[src/rtl/leg_io_pkg.sv]
// Shared defaults and sizing helper for the LEG architectural I/O port.
package leg_io_pkg;

  localparam int LEG_WIDTH = 8;
  localparam int LEG_DEPTH = 16;

  function automatic int cnt_w(input int depth);
    return $clog2(depth) + 1;
  endfunction

endpackage

[src/rtl/leg_byte_fifo.sv]
// Register-array FIFO; simultaneous push and pop are legal, even when full.
module leg_byte_fifo
  import leg_io_pkg::*;
#(
  parameter int DEPTH = LEG_DEPTH,
  parameter int WIDTH = LEG_WIDTH
) (
  input  logic                     clk,
  input  logic                     rst,
  input  logic                     push,
  input  logic [WIDTH-1:0]         din,
  input  logic                     pop,
  output logic [WIDTH-1:0]         dout,
  output logic                     full,
  output logic                     empty,
  output logic [cnt_w(DEPTH)-1:0]  count
);

  localparam int PW = $clog2(DEPTH);
  localparam int CW = cnt_w(DEPTH);

  logic [WIDTH-1:0] mem_r [DEPTH];
  logic [PW-1:0]    wr_ptr_r;
  logic [PW-1:0]    rd_ptr_r;
  logic [CW-1:0]    count_r;
  logic             do_pop_s;
  logic             do_push_s;

  assign empty     = (count_r == CW'(0));
  assign full      = (count_r == CW'(DEPTH));
  assign do_pop_s  = pop && !empty;
  assign do_push_s = push && (!full || do_pop_s);
  assign dout      = mem_r[rd_ptr_r];
  assign count     = count_r;

  // Storage, pointers and occupancy; pointers wrap naturally at DEPTH.
  always_ff @(posedge clk) begin
    if (rst) begin
      wr_ptr_r <= PW'(0);
      rd_ptr_r <= PW'(0);
      count_r  <= CW'(0);
      for (int i = 0; i < DEPTH; i++) begin
        mem_r[i] <= WIDTH'(0);
      end
    end else begin
      if (do_push_s) begin
        mem_r[wr_ptr_r] <= din;
        wr_ptr_r        <= wr_ptr_r + PW'(1);
      end
      if (do_pop_s) begin
        rd_ptr_r <= rd_ptr_r + PW'(1);
      end
      case ({do_push_s, do_pop_s})
        2'b10:   count_r <= count_r + CW'(1);
        2'b01:   count_r <= count_r - CW'(1);
        default: count_r <= count_r;
      endcase
    end
  end

endmodule

[src/rtl/leg_io_port.sv]
// Environment endpoint of the LEG core I/O channel: input/output FIFOs with
// drop-on-full, zero-on-empty read data and sticky underflow/overflow flags.
module leg_io_port
  import leg_io_pkg::*;
#(
  parameter int DEPTH = LEG_DEPTH,
  parameter int WIDTH = LEG_WIDTH
) (
  input  logic                     clk,
  input  logic                     rst,
  input  logic                     arch_input_enable,
  output logic [WIDTH-1:0]         arch_input_value,
  input  logic                     arch_output_enable,
  input  logic [WIDTH-1:0]         arch_output_value,
  input  logic                     in_valid,
  input  logic [WIDTH-1:0]         in_data,
  output logic                     in_ready,
  output logic                     out_valid,
  output logic [WIDTH-1:0]         out_data,
  input  logic                     out_ready,
  output logic [cnt_w(DEPTH)-1:0]  in_count,
  output logic [cnt_w(DEPTH)-1:0]  out_count,
  output logic                     underflow,
  output logic                     overflow,
  input  logic                     clr_err
);

  logic             in_full_s, in_empty_s, out_full_s, out_empty_s;
  logic             in_push_s, in_pop_s, out_push_s, out_pop_s;
  logic [WIDTH-1:0] in_head_s;
  logic             underflow_r, overflow_r;

  assign in_ready   = !in_full_s;
  assign out_valid  = !out_empty_s;
  assign in_push_s  = in_valid && !in_full_s;
  assign in_pop_s   = arch_input_enable && !in_empty_s;
  assign out_pop_s  = out_ready && !out_empty_s;
  // A drain in the same cycle frees the slot the core's byte needs.
  assign out_push_s = arch_output_enable && (!out_full_s || out_pop_s);
  assign underflow  = underflow_r;
  assign overflow   = overflow_r;

  leg_byte_fifo #(.DEPTH(DEPTH), .WIDTH(WIDTH)) u_in_fifo (
    .clk   (clk),
    .rst   (rst),
    .push  (in_push_s),
    .din   (in_data),
    .pop   (in_pop_s),
    .dout  (in_head_s),
    .full  (in_full_s),
    .empty (in_empty_s),
    .count (in_count)
  );

  leg_byte_fifo #(.DEPTH(DEPTH), .WIDTH(WIDTH)) u_out_fifo (
    .clk   (clk),
    .rst   (rst),
    .push  (out_push_s),
    .din   (arch_output_value),
    .pop   (out_pop_s),
    .dout  (out_data),
    .full  (out_full_s),
    .empty (out_empty_s),
    .count (out_count)
  );

  // Core sees zero rather than stale storage when nothing is queued.
  always_comb begin
    arch_input_value = WIDTH'(0);
    if (!in_empty_s) begin
      arch_input_value = in_head_s;
    end else begin
      arch_input_value = WIDTH'(0);
    end
  end

  // Sticky error flags; clear wins over a same-cycle set.
  always_ff @(posedge clk) begin
    if (rst || clr_err) begin
      underflow_r <= 1'b0;
      overflow_r  <= 1'b0;
    end else begin
      if (arch_input_enable && in_empty_s) begin
        underflow_r <= 1'b1;
      end
      if (arch_output_enable && !out_push_s) begin
        overflow_r <= 1'b1;
      end
    end
  end

endmodule
[config.mk]
export PLATFORM = sky130hd
export DESIGN_NAME = leg_io_port
export DESIGN_NICKNAME = d
export VERILOG_FILES = /design/src/rtl/leg_io_pkg.sv /design/src/rtl/leg_byte_fifo.sv /design/src/rtl/leg_io_port.sv
export SDC_FILE = /design/constraint.sdc
export NUM_CORES = 1
export LEC_CHECK = 0
export ABC_AREA = 1
export CORE_MARGIN = 2
export CORE_UTILIZATION = 30
export DETAILED_ROUTE_END_ITERATION = 6
export MAX_ROUTING_LAYER = met4
export RECOVER_POWER = 50
export SYNTH_ARGS = -nofsm -noshare
export SYNTH_HDL_FRONTEND = slang
export SYNTH_SLANG_ARGS = --single-unit
[constraint.sdc]
create_clock -name clk -period 3.1 [get_ports clk]
set_clock_uncertainty 0.2 [all_clocks]
set_input_delay 0.465 -clock clk [delete_from_list [all_inputs] [get_ports clk]]
set_output_delay 0.465 -clock clk [all_outputs]
set_load 0.02 [all_outputs]
==> impl_metrics.yaml, run 1 <==
power:
  p_clk_share_pct: 33.1
  vdd_drop_max_v: 0.000428
  power_density_mw_per_mm2: 769
  power.leakage_nw: 6.35
  sequentialPowerShare_pct: 38.7
  power_switching_mw: 4.05
  share_comb_of_total_power_pct: 28.2
  internal_power_mw: 8.18
  switching_share_pct: 33.1
global_route:
  grt_pass1_vias: 9478
  grt_max_degree: 67
  grt_usage_pct: 14.8
  grt_pass1_wl_mm: 53.5
  grt_overflow: 0
  antenna_found_initial: 0
critical_path:
  crit_required_ns: 2.43
  r2r-start: "u_in_fifo.count[0]$_SDFFE_PP0P_"
  crit_type: "reg -> out"
  crit_path_end_kind: "primary output"
  path_max_fanout: 38
  cp-endpoint: "out_data[1]"
  worstRegToRegCells: 12
  worstPathArrival_ns: 2.36
  timing.rr.end: "u_in_fifo.count[4]$_SDFFE_PP0P_"
  ff2ff_setup_slack_ns: 0.43
  start_kind: "flip-flop"
cts:
  cts_buffers: 34
  path_clk_slew_ns: 0.06
  cts-root-to-sink-buffers: 3
  clkLatencyLatePin_ns: 0.52
  cts_tree: "yes"
  clock_sinks: 292
  cts_hold_buf: 0
  clock_tree.htree_level_count: 2
  clock-root-buffer: "clkbuf_16"
detailed_routing:
  num_vias: 9930
  via_per_inst: 4.77
  drtAntennaViolNets: 0
  wire_per_inst_um: 16.6
  routed_wl_mm: 34.5
  drt_iter0_drc: 740
  drc: 0
  dr.pass1.iters: 7
yosys:
  synth_seq_cells: 292
  syn_area_per_cell_um2: 9.80
  syn_area_mm2: 0.0139
  netlist_instances: 1418
  yosysWarnings: 0
  synth_fp_nets: 1461
  yosysSeqAreaShare_pct: 60.5
  synthDistinctLibCells: 28
sta:
  whs_ns: 0.267
  setup_ws_ns: 0.0707
  drv_slew: 0
  hold_viol: 0
  layout_min_cycle_time_ns: 3.03
  worst_pin_slew_ns: 1.12
  period_share_pct: 97.7
  max-slew-margin-rel_pct: 25.2
  fmax_mhz: 330
  setup_viol_count_final: 0
floorplanning:
  die_w_um: 219
  core_mm2: 0.0456
  die_y_um: 219
  ioPinCount: 53
  initial_utilization_pct: 30.5
  rows: 78
  die-area_mm2: 0.0481
layout:
  final_core_util_pct: 34.9
  fin_nets: 1500
  final_area_mm2: 0.0159
  area_growth_syn_to_layout_pct: 14.4
  final_common_cell: "nand2_1"
  drive_above_1_share_pct: 7.49
  final_cell_mix: "271 x nand2_1, 261 x nor2_1, 256 x edfxtp_1"
  diodes: 0
run:
  cap_violations: 0
placed_design:
  dpl_cell_area_mm2: 0.0151
  gp_congestion: 0.843
  preCtsSetupSlack_ns: 0.283
  port_buffers: 52
  hpwl_mm: 22.1
run_status:
  status: "complete, no violations"
min_path:
  min_path_type: "reg -> reg"
==> Yosys cell counts (all sizes together) <==
cell type  count  area share, %
fa             2           0.29
nor2         285            8.3
dfxtp         36            5.2
o21ai         50            1.8
nand4          4           0.40
or2            1          0.045
xnor2          5           0.31
ha            18            1.6
inv          122            3.3
nand3        186            8.9
nand2        271            7.4
edfxtp       256             55
buf           28            1.2
clkinv         2          0.054
o211ai        33            1.8
xor2           6           0.38
a21oi         65            2.3
clkbuf        48            1.3
==> what timing repair did <==
item / in CTS / in global routing
gates cloned: 0 / 1
resized for setup: 9 / 10
setup buffers: 1 / 2
pin swaps: 0 / 0
endpoints found under the setup margin: 14 / 11
==> stage by stage <==
stage,power [mW],instances,TNS [ns]
3_3_place_gp,8.31,2017,0
2_1_floorplan,7.08,1418,0
3_5_place_dp,8.33,2017,0
5_1_grt,12.9,2082,-0.000588
4_1_cts,12.3,2079,0
6_report,12.2,2082,0
==> logic make-up after synthesis <==
| logic type | after synthesis | share of synthesized area (%) |
|---|---|---|
| AND/OR/NAND/NOR | 747 | 25.1 |
| flip-flops | 292 | 60.5 |
| buffers and inverters | 200 | 5.87 |
| AO/OA/AOI/OAI | 148 | 5.92 |
| adder cells (fa/ha/maj) | 20 | 1.91 |
| XOR/XNOR | 11 | 0.693 |
==> power by group through the flow <==
stage / Clock [mW] / Sequential, mW / Combinational, mW
finish: 4.04 / 4.74 / 3.45
global route: 4.27 / 4.77 / 3.82
CTS: 4.11 / 4.74 / 3.49
detailed placement: 0 / 4.83 / 3.50
global placement: 0 / 4.83 / 3.48
floorplan: 0 / 4.80 / 2.28
==> routing by layer <==
metal | vias to the layer above | track usage [%] | part of all wire (%)
li1 | 4837 | - | -
met1 | 4743 | 19.4 | 45
met2 | 294 | 23.8 | 48
met3 | 56 | 2.29 | 5.7
met4 | 0 | 4.21 | 2.1
met5 | - | - | 0
==> worst max-delay path: stages, from the launching register on <==
cell             delay, ns
dfxtp_4               0.47
buf_12                0.22
o211ai_1              0.11
nand3_1               0.14
nand3_1               0.15
nand2_1               0.14
clkdlybuf4s50_1       0.61
==> worst min path at each step <==
| stage | cells past startpoint | endpoint | slack [ns] | startpoint |
|---|---|---|---|---|
| final | 2 | underflow$_SDFFE_PP0P_ | 0.27 | underflow$_SDFFE_PP0P_ |
| after global routing | 2 | underflow$_SDFFE_PP0P_ | 0.30 | underflow$_SDFFE_PP0P_ |
| after CTS | 2 | underflow$_SDFFE_PP0P_ | 0.29 | underflow$_SDFFE_PP0P_ |
| after detailed placement | 2 | underflow$_SDFFE_PP0P_ | 0.26 | underflow$_SDFFE_PP0P_ |
| after global placement | 2 | overflow$_SDFFE_PP0P_ | 0.26 | overflow$_SDFFE_PP0P_ |
| after floorplan | 1 | flip-flop | 0.26 | u_out_fifo.rd_ptr_r[0]$_SDFFE_PP0P_ |
==> state kept, by name, indices dropped and copies added, names as in the netlist, named ones only <==
name	cells
u_in_fifo.wr_ptr_r	4
u_in_fifo.rd_ptr_r	4
u_in_fifo.mem_r	128
u_out_fifo.mem_r	128
u_in_fifo.count	5
u_out_fifo.count	5
u_out_fifo.rd_ptr_r	4
u_out_fifo.wr_ptr_r	4
overflow	1
underflow	1
==> cell type report <==
class / count / area, um2
fillers: 4603 / 29700
flip-flops and latches: 292 / 8410
multi-input cells: 926 / 4350
clock buffers: 45 / 923
repair buffers: 79 / 816
well taps: 600 / 751
inverters: 124 / 465
clock inverters: 16 / 181
Power figures use the tool's default switching activity.
==> run 2, diff against run 1 <==
--- a/config.mk
+++ b/config.mk
@@ -10,6 +10,7 @@
 export CORE_UTILIZATION = 30
 export DETAILED_ROUTE_END_ITERATION = 6
 export MAX_ROUTING_LAYER = met4
+export PLACE_DENSITY = 0.46
 export RECOVER_POWER = 50
 export SYNTH_ARGS = -nofsm -noshare
 export SYNTH_HDL_FRONTEND = slang
==> impl_metrics.yaml, run 2 (synthesis gave the netlist of run 1 again) <==
critical_path:
  worstRegToRegCells: 6
  critical_path_depth: 9
  cpMaxStageDelayCell: "dlygate4sd2_1"
  path_cells: "inv_2 > buf_12 > nand2_1 > nand3_1 > nand3_1 > nand2_1 > nand2_1 > a21oi_1 > dlygate4sd2_1"
  crit_path_end_kind: "primary output"
  crit_required_ns: 2.43
  r2r-start: "u_in_fifo.count[2]$_SDFFE_PP0P_"
  critPathTopFamily: "buffers and inverters"
  worstPathArrival_ns: 2.30
  start_kind: "flip-flop"
  critPathBufInv: 3
  crit_type: "reg -> out"
  path_max_fanout: 32
  ff2ff_setup_slack_ns: 0.40
  cp_common_cell: "nand2_1"
  worst_path_largest_cell_delay_ns: 0.37
  timing.rr.end: "u_in_fifo.mem_r[11][5]$_SDFFCE_PN0P_"
layout:
  diodes: 0
  drive_above_1_share_pct: 7.01
  reg_top3: "u_in_fifo.mem_r (128), u_out_fifo.mem_r (128)"
  final_common_cell: "nand2_1"
  fillers: 4692
  fin_cells: 2084
  fin_nets: 1501
  final_cell_mix: "271 x nand2_1, 262 x nor2_1, 256 x edfxtp_1"
  final_area_mm2: 0.0158
  area_growth_syn_to_layout_pct: 13.8
cts:
  clock_tree.htree_level_count: 2
  cts_tree: "yes"
  clock-root-buffer: "clkbuf_16"
  cts-root-to-sink-buffers: 3
  cts_buffers: 36
  path_clk_slew_ns: 0.06
  clock_sinks: 292
  clkLatencyLatePin_ns: 0.53
sta:
  fin_tns_setup_ns: 0
  hold_viol: 0
  layout_min_cycle_time_ns: 2.96
  rsz0062_at_grt: "no"
  drv_slew: 0
  period_share_pct: 95.6
  fmax_mhz: 338
  max-slew-margin-rel_pct: 1.33
  setup_viol_count_final: 0
  worst_pin_slew_ns: 1.48
  setup_ws_ns: 0.138
power:
  power.leakage_nw: 6.31
  power_density_mw_per_mm2: 761
  p_total_mw: 12.0
  vdd_drop_max_v: 0.000357
detailed_routing:
  drtAntennaViolNets: 0
  drt_iter0_drc: 603
  routed_wl_mm: 37.5
  wire_per_inst_um: 18.0
  drc: 0
  via_per_inst: 4.73
  dr.pass1.iters: 5
  num_vias: 9864
global_route:
  grt_pass1_wl_mm: 58.7
  grt_usage_pct: 16.5
  grt_pass1_vias: 9887
  antenna_found_initial: 0
  grt_overflow: 0
  grt_max_degree: 65
min_path:
  min_to: "overflow$_SDFFE_PP0P_"
  hold_path_startpoint: "overflow$_SDFFE_PP0P_"
  min_path_type: "reg -> reg"
  hold_path_depth: 2
floorplanning:
  ioPinCount: 53
  rows: 78
  die_w_um: 219
  initial_utilization_pct: 30.5
  die-area_mm2: 0.0481
  die_y_um: 219
  core_mm2: 0.0456
placed_design:
  placed_cells: 2017
  gp_congestion: 0.808
  hpwl_mm: 23.8
  preCtsSetupSlack_ns: 0.248
  dpl_cell_area_mm2: 0.0151
  port_buffers: 52
run:
  cap_violations: 0
run_status:
  status: "complete, no violations"
[run 2: cell count changes in the layout (fill, tap and decap cells not counted), moves of 2 or more]
cell           previous run  this run
buf_4                    19        17
dlygate4sd3_1             5         2
dlygate4sd2_1             5         8
inv_1                   117       119
clkbuf_1                 10        14
bufinv_16                 4         0
clkinv_2                  6         4
clkinv_1                  6         8
[run 2: metal layers]
layer / wire, um / track usage (%)
met1: 16700 / 20.6
met2: 18400 / 27.5
met3: 1360 / 2.80
met4: 1010 / 4.86
met5: 0 / -
[run 2: repair_timing]
action                                  4_1_cts  5_1_grt
buffers inserted                              2        0
resized for setup                            14       11
endpoints found under the setup margin       16        8
cloned                                        1        0
pin swaps                                     0        0
hold buffers                                  0        0
endpoints found under the hold margin         0        0
[run 2: metrics by stage]
step | utilization, % | hold WS, ns
global placement | 33.1 | 0.268
CTS | 35.5 | 0.296
global route | 34.7 | 0.317
floorplan | - | 0.259
detailed placement | 33.1 | 0.280
finish | 34.7 | 0.285
[run 2: tightest hold or removal path, stage by stage, from the launching register on]
cell     delay [ns]
dfxtp_1        0.33
nor2_1         0.05
nor2_1         0.07
[run 2: how the worst max path moves through the flow]
| stage | from | slack (ns) | end |
|---|---|---|---|
| after detailed placement | arch_input_enable | 0.25 | u_in_fifo.count[4]$_SDFFE_PP0P_ |
| final | flip-flop | 0.14 | arch_input_value[6] |
| after CTS | flip-flop | 0.0004 | out_data[0] |
| after floorplan | u_out_fifo.count[1]$_SDFFE_PP0P_ | 0.51 | u_out_fifo.count[3]$_SDFFE_PP0P_ |
| after global routing | flip-flop | 0.005 | arch_input_value[6] |
| after global placement | out_ready | 0.28 | u_out_fifo.count[3]$_SDFFE_PP0P_ |
[run 2: cell type report]
cell class / instances / area (um2) / share of cell area, %
clock inverters: 15 / 86.3 / 0.546
multi-input cells: 926 / 4330 / 27.4
repair buffers: 78 / 817 / 5.16
flip-flops and latches: 292 / 8410 / 53.2
inverters: 124 / 467 / 2.95
clock buffers: 49 / 950 / 6.00
well taps: 600 / 751 / 4.75
[run 2: where the power goes]
part           switching, mW  internal, mW
logic                   2.26          1.22
registers              0.182          4.54
clock network           1.68          2.15
==> run 3, diff against run 2 <==
--- a/config.mk
+++ b/config.mk
@@ -6,12 +6,15 @@
 export NUM_CORES = 1
 export LEC_CHECK = 0
 export ABC_AREA = 1
+export CAP_MARGIN = 20
 export CORE_MARGIN = 2
 export CORE_UTILIZATION = 30
 export DETAILED_ROUTE_END_ITERATION = 6
 export MAX_ROUTING_LAYER = met4
 export PLACE_DENSITY = 0.46
 export RECOVER_POWER = 50
+export REMOVE_ABC_BUFFERS = 1
+export SLEW_MARGIN = 20
 export SYNTH_ARGS = -nofsm -noshare
 export SYNTH_HDL_FRONTEND = slang
 export SYNTH_SLANG_ARGS = --single-unit
==> impl_metrics.yaml, run 3 (synthesis gave the netlist of run 1 again) <==
run_status:
  status: "complete, no violations"
sta:
  fmax_mhz: 337
  rsz0062_at_grt: "no"
  max-slew-margin-rel_pct: 31.9
  setup_viol_count_final: 0
  setup_ws_ns: 0.132
  layout_min_cycle_time_ns: 2.97
  hold_viol: 0
  worst_pin_slew_ns: 1.02
  whs_ns: 0.278
  fin_tns_setup_ns: 0
  drv_slew: 0
  period_share_pct: 95.7
placed_design:
  preCtsSetupSlack_ns: 0.166
  port_buffers: 52
  gp_congestion: 0.805
  hpwl_mm: 23.9
layout:
  regArea_mm2: 0.00841
  reg_top3: "u_in_fifo.mem_r (128), u_out_fifo.mem_r (128)"
  fillers: 4773
  diodes: 0
  fin_nets: 1506
  multiInputGateArea_mm2: 0.00432
  area_growth_syn_to_layout_pct: 13.8
  final_cell_mix: "271 x nand2_1, 261 x nor2_1, 256 x edfxtp_1"
  final_common_cell: "nand2_1"
  drive_above_1_share_pct: 6.99
global_route:
  antenna_found_initial: 0
  grtUsageMet1_pct: 19.7
  met3_usage_pct: 2.55
  use_met2_pct: 27.2
  grt.busiest_layer: "met2"
  grt_max_degree: 65
  grt_pass1_vias: 9771
  grt_overflow: 0
  grt_pass1_wl_mm: 56.0
  grt_usage_pct: 15.9
detailed_routing:
  dr.pass1.iters: 7
  routed_wl_mm: 37.4
  drc: 0
  num_vias: 9906
  wire_per_inst_um: 17.9
  drtAntennaViolNets: 0
  via_per_inst: 4.75
  drt_iter0_drc: 611
cts:
  clock_sinks: 292
  cts_buffers: 34
  cts_tree: "yes"
  path_clk_slew_ns: 0.06
  cts_hold_buf: 0
  cts-root-to-sink-buffers: 3
  clock-root-buffer: "clkbuf_16"
  clock_tree.htree_level_count: 2
  clkLatencyLatePin_ns: 0.51
run:
  cap_violations: 0
critical_path:
  path_cells: "buf_12 > o211ai_1 > nand3_1 > nand3_1 > nand2_1 > clkdlybuf4s50_1"
  worst_path_largest_cell_delay_ns: 0.62
  path_max_fanout: 40
  crit_type: "reg -> out"
  ff2ff_setup_slack_ns: 0.34
  start_kind: "flip-flop"
  cp_common_cell: "nand3_1"
  cpMaxStageDelayCell: "clkdlybuf4s50_1"
  crit_required_ns: 2.43
  worstPathArrival_ns: 2.30
  crit_path_end_kind: "primary output"
floorplanning:
  ioPinCount: 53
  die_w_um: 219
  die-area_mm2: 0.0481
  die_y_um: 219
  rows: 78
  initial_utilization_pct: 30.5
  core_mm2: 0.0456
min_path:
  min_path_type: "reg -> reg"
power:
  p_total_mw: 12.0
  vdd_drop_max_v: 0.000494
  power.leakage_nw: 6.33
  power_density_mw_per_mm2: 757
-- run 3: cell types whose count changed in the layout (fill, tap and decap cells not counted), sizes merged --
cell,change
buf,+3
bufbuf,-1
clkbuf,+2
clkdlybuf4s15,+1
clkdlybuf4s50,-2
clkinv,-2
dlygate4sd2,-4
dlygate4sd3,+3
dlymetal6s2s,+3
-- run 3: routing by layer --
layer / wire, um / vias up
li1: - / 4838
met1: 16000 / 4748
met2: 18700 / 252
met4: 728 / 0
met5: 0 / -
met3: 1930 / 68
-- run 3: power breakdown --
part	leakage (nW)	internal (mW)	switching, mW
Sequential	2.94	4.54	0.204
Combinational	2.91	1.25	2.34
Clock	0.475	2.08	1.57
Total	6.33	7.87	4.11
-- run 3: cell type report --
class | count | share of cell area, %
repair buffers | 85 | 5.58
clock inverters | 13 | 0.396
flip-flops and latches | 292 | 53.2
inverters | 124 | 2.94
well taps | 600 | 4.75
clock buffers | 47 | 5.82
multi-input cells | 926 | 27.3
-- run 3: path summary, 6_finish.rpt --
check                                   from                                  end  cells after the start
max                                flip-flop                          out_data[6]                      6
min                   underflow$_SDFFE_PP0P_               underflow$_SDFFE_PP0P_                      2
max reg2reg  u_in_fifo.count[1]$_SDFFE_PP0P_  u_in_fifo.mem_r[7][1]$_SDFFCE_PN0P_                      6
min reg2reg           underflow$_SDFFE_PP0P_               underflow$_SDFFE_PP0P_                      2
-- run 3: stage by stage --
| stage | area [um2] | util [%] | cells |
|---|---|---|---|
| after floorplan | 13600 | - | 1342 |
| after global placement | 15100 | 33.2 | 2022 |
| after detailed placement | 15100 | 33.2 | 2022 |
| after CTS | 16100 | 35.4 | 2085 |
| after global routing | 15800 | 34.7 | 2087 |
| final | 15800 | 34.7 | 2087 |
-- run 3: what timing repair did --
| item | in CTS | in global routing |
|---|---|---|
| setup endpoints to repair | 13 | 12 |
| cloned | 0 | 2 |
| gates resized for setup | 9 | 13 |
| buffers inserted | 3 | 0 |
| hold endpoints to repair | 0 | 0 |
-- run 3: critical path, delay by kind of cell, from the launching register on --
kind | cells | cell delay, ns
buffers and inverters | 2 | 0.84
AND/OR/NAND/NOR | 3 | 0.34
AO/OA/AOI/OAI | 1 | 0.16
flip-flops | 1 | 0.44
